### src/rtl/game_pkg.sv
`default_nettype none
// ===== game_pkg -- round sequencer state enum, default parameters, score helper (rev 1.0) =====
package game_pkg;

  typedef enum logic [2:0] {
    ST_IDLE      = 3'd0,
    ST_SPAWN     = 3'd1,
    ST_ACTIVE    = 3'd2,
    ST_DUCK_DONE = 3'd3,
    ST_ROUND_END = 3'd4,
    ST_FINISHED  = 3'd5
  } state_t;

  localparam int DEF_DUCKS_PER_ROUND = 10;
  localparam int DEF_AMMO_PER_DUCK   = 3;
  localparam int DEF_ROUNDS          = 5;
  localparam int DEF_MIN_HITS        = 6;
  localparam int DEF_POINTS_PER_HIT  = 100;

  localparam int SCORE_W = 16;
  localparam logic [SCORE_W-1:0] SCORE_MAX = '1;

  // Score never wraps: a long game pins at the maximum instead.
  function automatic logic [SCORE_W-1:0] sat_add(input logic [SCORE_W-1:0] a,
                                                 input logic [SCORE_W-1:0] b);
    logic [SCORE_W:0] sum;
    sum = {1'b0, a} + {1'b0, b};
    return sum[SCORE_W] ? SCORE_MAX : sum[SCORE_W-1:0];
  endfunction

endpackage
`default_nettype wire

### src/rtl/game_round_ctrl_if.sv
`default_nettype none
// ===== game_round_ctrl_if -- game control, mouse, duck block and HUD signals (rev 1.0) =====
interface game_round_ctrl_if;
  import game_pkg::*;

  logic               game_enable;
  logic               game_enable_posedge;
  logic               left_mouse;
  logic               duck_hit;
  logic               duck_escaped;
  logic               spawn_duck;
  logic               shot;
  logic               out_of_ammo;
  logic [1:0]         ammo;
  logic [3:0]         round_num;
  logic [3:0]         round_hits;
  logic [SCORE_W-1:0] score;
  logic               game_finished;

  modport master (
    output game_enable, game_enable_posedge, left_mouse, duck_hit, duck_escaped,
    input  spawn_duck, shot, out_of_ammo, ammo, round_num, round_hits, score, game_finished
  );

  modport slave (
    input  game_enable, game_enable_posedge, left_mouse, duck_hit, duck_escaped,
    output spawn_duck, shot, out_of_ammo, ammo, round_num, round_hits, score, game_finished
  );

endinterface
`default_nettype wire

### src/rtl/click_edge_detect.sv
`default_nettype none
// ===== click_edge_detect -- rising-edge detector for the mouse button level (rev 1.0) =====
module click_edge_detect (
  input  logic clk,
  input  logic rst,
  input  logic in,
  output logic rise
);

  logic click_prev;

  always_ff @(posedge clk) begin
    if (rst) click_prev <= 1'b0;
    else     click_prev <= in;
  end

  assign rise = in & ~click_prev;

endmodule
`default_nettype wire

### src/rtl/game_round_ctrl.sv
`default_nettype none
// ===== game_round_ctrl -- Duck Hunt round, ammo and score sequencer (rev 1.0) =====
module game_round_ctrl
  import game_pkg::*;
#(
  parameter int DUCKS_PER_ROUND = DEF_DUCKS_PER_ROUND,
  parameter int AMMO_PER_DUCK   = DEF_AMMO_PER_DUCK,
  parameter int ROUNDS          = DEF_ROUNDS,
  parameter int MIN_HITS        = DEF_MIN_HITS,
  parameter int POINTS_PER_HIT  = DEF_POINTS_PER_HIT
) (
  input  logic             clk,
  input  logic             rst,
  game_round_ctrl_if.slave bus
);

  localparam logic [1:0]         AMMO_LOAD   = 2'(AMMO_PER_DUCK);
  localparam logic [3:0]         LAST_DUCK   = 4'(DUCKS_PER_ROUND - 1);
  localparam logic [3:0]         LAST_ROUND  = 4'(ROUNDS);
  localparam logic [3:0]         HITS_NEEDED = 4'(MIN_HITS);
  localparam logic [SCORE_W-1:0] HIT_POINTS  = SCORE_W'(POINTS_PER_HIT);

  state_t             state;
  state_t             state_next;
  logic               click;
  logic               in_play;
  logic               game_over;
  logic               spawn_duck;
  logic               shot;
  logic               game_finished;
  logic [1:0]         ammo;
  logic [3:0]         round_num;
  logic [3:0]         round_hits;
  logic [3:0]         duck_idx;
  logic [SCORE_W-1:0] score;

  click_edge_detect u_click (
    .clk  (clk),
    .rst  (rst),
    .in   (bus.left_mouse),
    .rise (click)
  );

  assign in_play   = (state == ST_SPAWN) || (state == ST_ACTIVE) ||
                     (state == ST_DUCK_DONE) || (state == ST_ROUND_END);
  assign game_over = (round_hits < HITS_NEEDED) || (round_num == LAST_ROUND);

  always_ff @(posedge clk) begin
    if (rst) state <= ST_IDLE;
    else     state <= state_next;
  end

  always_comb begin
    state_next = state;
    case (state)
      ST_IDLE:      if (bus.game_enable_posedge) state_next = ST_SPAWN;
      ST_SPAWN:     state_next = ST_ACTIVE;
      // duck_hit and duck_escaped in the same cycle both lead here; the datapath scores the hit.
      ST_ACTIVE:    if (bus.duck_hit || bus.duck_escaped) state_next = ST_DUCK_DONE;
      ST_DUCK_DONE: state_next = (duck_idx == LAST_DUCK) ? ST_ROUND_END : ST_SPAWN;
      ST_ROUND_END: state_next = game_over ? ST_FINISHED : ST_SPAWN;
      ST_FINISHED:  if (bus.game_enable_posedge) state_next = ST_SPAWN;
      default:      state_next = ST_IDLE;
    endcase
    if (in_play && !bus.game_enable) state_next = ST_IDLE;
  end

  // Pulses and levels are set from the upcoming state so they line up with it.
  always_ff @(posedge clk) begin
    if (rst) begin
      spawn_duck    <= 1'b0;
      shot          <= 1'b0;
      game_finished <= 1'b0;
      ammo          <= 2'd0;
      round_num     <= 4'd0;
      round_hits    <= 4'd0;
      duck_idx      <= 4'd0;
      score         <= '0;
    end else begin
      spawn_duck    <= (state_next == ST_SPAWN);
      game_finished <= (state_next == ST_FINISHED);
      shot          <= 1'b0;
      if (state_next == ST_SPAWN) ammo <= AMMO_LOAD;
      case (state)
        ST_IDLE, ST_FINISHED: begin
          if (state_next == ST_SPAWN) begin
            score      <= '0;
            round_hits <= 4'd0;
            round_num  <= 4'd1;
            duck_idx   <= 4'd0;
          end
        end
        ST_ACTIVE: begin
          if (bus.game_enable) begin
            if (click && (ammo != 2'd0)) begin
              shot <= 1'b1;
              ammo <= ammo - 2'd1;
            end
            if (bus.duck_hit) begin
              round_hits <= round_hits + 4'd1;
              score      <= sat_add(score, HIT_POINTS);
            end
          end
        end
        ST_DUCK_DONE: if (state_next == ST_SPAWN) duck_idx <= duck_idx + 4'd1;
        ST_ROUND_END: begin
          if (state_next == ST_SPAWN) begin
            round_num  <= round_num + 4'd1;
            round_hits <= 4'd0;
            duck_idx   <= 4'd0;
          end
        end
        default: ;
      endcase
    end
  end

  assign bus.spawn_duck    = spawn_duck;
  assign bus.shot          = shot;
  assign bus.game_finished = game_finished;
  assign bus.ammo          = ammo;
  assign bus.round_num     = round_num;
  assign bus.round_hits    = round_hits;
  assign bus.score         = score;
  assign bus.out_of_ammo   = (state == ST_ACTIVE) && (ammo == 2'd0);

endmodule
`default_nettype wire

### src/flat_wrapper.sv
// flat-port wrapper written by rule: the top's interface ports become plain ports
module game_round_ctrl_flat import game_pkg::*;
#(
  parameter int DUCKS_PER_ROUND = DEF_DUCKS_PER_ROUND,
  parameter int AMMO_PER_DUCK   = DEF_AMMO_PER_DUCK,
  parameter int ROUNDS          = DEF_ROUNDS,
  parameter int MIN_HITS        = DEF_MIN_HITS,
  parameter int POINTS_PER_HIT  = DEF_POINTS_PER_HIT
)
  (clk, rst, bus_game_enable, bus_game_enable_posedge, bus_left_mouse, bus_duck_hit, bus_duck_escaped, bus_spawn_duck, bus_shot, bus_out_of_ammo, bus_ammo, bus_round_num, bus_round_hits, bus_score, bus_game_finished);
  game_round_ctrl_if bus_i ();
  input  logic clk;
  input  logic rst;
  input wire logic [$bits(bus_i.game_enable)-1:0] bus_game_enable;
  input wire logic [$bits(bus_i.game_enable_posedge)-1:0] bus_game_enable_posedge;
  input wire logic [$bits(bus_i.left_mouse)-1:0] bus_left_mouse;
  input wire logic [$bits(bus_i.duck_hit)-1:0] bus_duck_hit;
  input wire logic [$bits(bus_i.duck_escaped)-1:0] bus_duck_escaped;
  output wire logic [$bits(bus_i.spawn_duck)-1:0] bus_spawn_duck;
  output wire logic [$bits(bus_i.shot)-1:0] bus_shot;
  output wire logic [$bits(bus_i.out_of_ammo)-1:0] bus_out_of_ammo;
  output wire logic [$bits(bus_i.ammo)-1:0] bus_ammo;
  output wire logic [$bits(bus_i.round_num)-1:0] bus_round_num;
  output wire logic [$bits(bus_i.round_hits)-1:0] bus_round_hits;
  output wire logic [$bits(bus_i.score)-1:0] bus_score;
  output wire logic [$bits(bus_i.game_finished)-1:0] bus_game_finished;
  assign bus_i.game_enable = bus_game_enable;
  assign bus_i.game_enable_posedge = bus_game_enable_posedge;
  assign bus_i.left_mouse = bus_left_mouse;
  assign bus_i.duck_hit = bus_duck_hit;
  assign bus_i.duck_escaped = bus_duck_escaped;
  assign bus_spawn_duck = bus_i.spawn_duck;
  assign bus_shot = bus_i.shot;
  assign bus_out_of_ammo = bus_i.out_of_ammo;
  assign bus_ammo = bus_i.ammo;
  assign bus_round_num = bus_i.round_num;
  assign bus_round_hits = bus_i.round_hits;
  assign bus_score = bus_i.score;
  assign bus_game_finished = bus_i.game_finished;
  game_round_ctrl #(.DUCKS_PER_ROUND(DUCKS_PER_ROUND), .AMMO_PER_DUCK(AMMO_PER_DUCK), .ROUNDS(ROUNDS), .MIN_HITS(MIN_HITS), .POINTS_PER_HIT(POINTS_PER_HIT)) u_core (.clk(clk), .rst(rst), .bus(bus_i));
endmodule
### config.mk
export PLATFORM = sky130hd
export DESIGN_NAME = game_round_ctrl_flat
export DESIGN_NICKNAME = d
export VERILOG_FILES = /design/src/rtl/game_pkg.sv /design/src/rtl/game_round_ctrl_if.sv /design/src/rtl/click_edge_detect.sv /design/src/rtl/game_round_ctrl.sv /design/src/flat_wrapper.sv
export SDC_FILE = /design/constraint.sdc
export NUM_CORES = 1
export LEC_CHECK = 0
export CORE_ASPECT_RATIO = 2
export CORE_MARGIN = 1.5
export CORE_UTILIZATION = 31
export CTS_CLUSTER_DIAMETER = 150
export CTS_CLUSTER_SIZE = 24
export DETAILED_ROUTE_END_ITERATION = 6
export PLACE_DENSITY = 0.6
export SLEW_MARGIN = 20
export SYNTH_ARGS = -nofsm -noshare
export SYNTH_HDL_FRONTEND = slang
export SYNTH_HIERARCHICAL = 1
export SYNTH_SLANG_ARGS = --single-unit
### constraint.sdc
create_clock -name clk -period 5.65 [get_ports clk]
set_input_delay 1.13 -clock clk [delete_from_list [all_inputs] [get_ports clk]]
set_output_delay 1.13 -clock clk [all_outputs]
set_load 0.03 [all_outputs]
==> metrics.csv <==
stage;metric;value;unit
clocking;total setup buffers inserted after CTS;0;
placed_design;hpwl dp;3680;µm
logic_synthesis;Synth Cell Area;2000;µm²
clocking;CTS tree;built;
timing;FMAX;314;MHz
global_route;GRT Total Usage;15.4;%
setup_path;R2R Setup Slk;3.01;ns
floorplanning;row cnt;41;
finish;area growth from synthesis to layout;26.1;%
logic_synthesis;register area share after synthesis;36.1;%
setup_path;worst reg2reg endpoint;u_core/bus.score[13]$_SDFFE_PP0P_;
setup_path;Startpoint Class;flop;
setup_path;Worst path slowest cell;clkdlybuf4s50_1;
setup_path;Worst Path Buf+Inv;1;
logic_synthesis;flops & latches, synth;36;
placed_design;Setup WS pre-CTS;2.20;ns
finish;Post-layout nets;276;
setup_path;CP peak stage delay;0.66;ns
timing;final slew viol count;0;
route;drt wl/cell;14.7;µm
global_route;initial antenna violation count;0;
floorplanning;Die Y;116;µm
logic_synthesis;async set-reset flop share out of synthesis;0;%
placed_design;GP Congestion;0.839;
route;DR pass1 iterations;4;
floorplanning;initial core utilization;31.9;%
floorplanning;die area;6960;µm²
setup_path;CP cell instances;nor3b_4 -> and2_1 -> clkdlybuf4s50_1;
setup_path;Critical Path End Type;primary output;
timing;setup violators final;0;
global_route;vias in the first global route;1722;
clocking;Max clock buf depth;2;
route;drt drc;0;
route;ANT nets after route;0;
setup_path;Worst Path Required;4.52;ns
route;DR vias/cell;5.39;
setup_path;delay-heaviest family, CP;buffers and inverters;
route;detailed-route via count;1876;
floorplanning;io pins;37;
logic_synthesis;number of synthesized flops with an enable pin;0;
setup_path;crit path max fanout;10;
setup_path;WP depth;3;
logic_synthesis;Post-Synthesis Net Count;246;
setup_path;CP Class;flop to primary output;
setup_path;CP Capture Point;bus_out_of_ammo;
clocking;CTS root buf;clkbuf_16;
timing;Hold Violations, Final;0;
logic_synthesis;Synth Flop Type;dfxtp_1;
logic_synthesis;Post-Syn Area per Cell;8.60;µm²
finish;ANT cells;0;
clocking;H-tree levels;2;
timing;RSZ-0062 raised after global routing;no;
clocking;clock-pin transition on the worst setup and hold timing paths;0.06;ns
floorplanning;Die Span X;59.7;µm
power;Pwr Total;0.610;mW
timing;Tcrit/Tclk final;56.4;%
timing;Worst Tran Pin Value;0.756;ns
floorplanning;core area;6260;µm²
timing;Fin Clk Skew;0.00472;ns
outcome;status;complete, no violations;
min_path;worst hold path type;flop to flop;
timing;final worst path period need;3.19;ns
global_route;total grt overflow;0;
clocking;clock sink count;36;
timing;final setup TNS;0;ns
finish;fraction of layout cells with a size suffix above 1;6.11;%
clocking;Worst-Skew Late Latency;0.28;ns
power;leak pwr;0.872;nW
setup_path;FF-to-FF path depth;7;
logic_synthesis;Gate Count Post-Synth;232;
placed_design;Buffers on Ports;36;
flow_run;Max Cap Viol;0;
power;Pwr Density;242;nW/µm²
power;worst vdd ir;0.000128;V
route;routed wire length;5100;µm
logic_synthesis;Yosys Warn Count;6;
setup_path;Critical R2R Launch;u_core/bus.round_num[1]$_SDFFE_PP0P_;
route;DR iter-0 viols;101;
timing;Setup WS post-layout;2.46;ns
timing;slew margin rel.;49.6;%
clocking;Num CTS Buffers;5;
global_route;largest net degree at the start of global routing;22;
global_route;first-pass GRT wire length;8200;µm
clocking;cts hold-fix bufs;0;
clocking;PostCTS Resize Cnt;0;
setup_path;Setup crit start;u_core/state[1]$_SDFF_PP0_;
setup_path;Worst EP arrival;2.06;ns
logic_synthesis;post-synth cell types;53;
how the worst min path moves through the flow:
| stage | start | to | depth (start not counted) |
|---|---|---|---|
| after global routing | u_core/duck_idx[2]$_SDFFE_PP0P_ | u_core/duck_idx[2]$_SDFFE_PP0P_ | 2 |
| after detailed placement | u_core/duck_idx[3]$_SDFFE_PP0P_ | u_core/duck_idx[3]$_SDFFE_PP0P_ | 2 |
| after floorplan | u_core/duck_idx[3]$_SDFFE_PP0P_ | u_core/duck_idx[3]$_SDFFE_PP0P_ | 2 |
| after global placement | u_core/duck_idx[2]$_SDFFE_PP0P_ | u_core/duck_idx[2]$_SDFFE_PP0P_ | 2 |
| after CTS | u_core/duck_idx[3]$_SDFFE_PP0P_ | u_core/duck_idx[3]$_SDFFE_PP0P_ | 2 |
| final | u_core/duck_idx[3]$_SDFFE_PP0P_ | u_core/duck_idx[3]$_SDFFE_PP0P_ | 2 |
per-layer routing:
| metal | global-route usage [%] | share of wire, % | vias to the layer above | wire length [µm] |
|---|---|---|---|---|
| met2 | 28.0 | 52 | 38 | 2650 |
| met3 | 3.10 | 3.4 | 13 | 174 |
| met1 | 16.3 | 42 | 904 | 2140 |
| li1 | - | - | 921 | - |
| met4 | 7.11 | 2.8 | 0 | 143 |
| met5 | 0 | 0 | - | 0 |
logic make-up (layout without fill, tap and decap cells):
| family | after synthesis | count (layout) | share of synthesized area (%) |
|---|---|---|---|
| compound gates | 63 | 63 | 22.6 |
| xor+xnor | 5 | 5 | 2.19 |
| fa+ha+maj | 7 | 7 | 4.39 |
| buf+inv | 25 | 55 | 6.27 |
| flops | 36 | 36 | 36.1 |
| mux | 1 | 1 | 0.502 |
| simple gates | 95 | 95 | 28.0 |
layout by cell type, fill, tap and decap left out, types with 3 or more instances in the layout:
cell type / n
clkdlybuf4s50_1: 36
dfxtp_1: 36
a21oi_1: 19
nor2_1: 18
nand2_1: 18
inv_1: 12
nand3_1: 11
o31ai_1: 7
or4_1: 7
ha_1: 7
clkbuf_16: 5
and2_1: 5
nand2b_1: 5
nand4_1: 5
and4_1: 4
o21ai_0: 4
o21ai_1: 4
a31oi_1: 3
xor2_1: 3
a211o_1: 3
nor3_1: 3
and3_1: 3
a221oi_1: 3
a211oi_1: 3
sequential cells by signal, indices dropped and copies added, names as in the netlist:
name,flops
u_core/state,3
u_core/u_click/click_prev,1
u_core/bus.round_num,4
u_core/bus.score,15
u_core/bus.round_hits,4
u_core/bus.ammo,2
u_core/bus.spawn_duck,1
u_core/duck_idx,4
u_core/bus.shot,1
u_core/bus.game_finished,1
through the flow:
step | hold slack, ns | util, % | std cells | instance area (µm²)
floorplan | 0.452 | - | 232 | 2000
finish | 0.490 | 40.2 | 348 | 2520
CTS | 0.486 | 40.2 | 348 | 2520
global placement | 0.473 | 38.1 | 341 | 2380
global route | 0.528 | 40.2 | 348 | 2520
detailed placement | 0.476 | 38.1 | 341 | 2380
Yosys cell counts, drive strengths merged (4+ instances only):
cell type,count,area (µm²)
a21oi,19,95.1
and2,5,31.3
and4,4,35.0
buf,6,53.8
clkbuf,7,26.3
dfxtp,36,721
ha,7,87.6
inv,12,45.0
nand2,18,67.6
nand2b,6,45.0
nand3,11,55.1
nand4,5,31.3
nor2,18,67.6
o21ai,9,48.8
o311ai,4,42.6
o31ai,8,73.8
or4,7,52.6
final cells by class:
cell class / count / area [µm²]
multi-input cells: 171 / 1150
flip-flops and latches: 36 / 721
inverters: 12 / 45.0
well taps: 86 / 108
fillers: 686 / 3740
repair buffers: 36 / 360
clock inverters: 1 / 5.00
clock buffers: 6 / 129
report_power, final:
part / internal, mW / switching [mW]
registers: 0.261 / 0.00949
clock network: 0.160 / 0.104
logic: 0.0303 / 0.0449
total: 0.451 / 0.159
worst min-delay path, cell delays in order, from the launching register on:
cell and delay (ns):
dfxtp_1 0.32, o31ai_1 0.07, a21oi_1 0.06
Power figures use the tool's default switching activity.
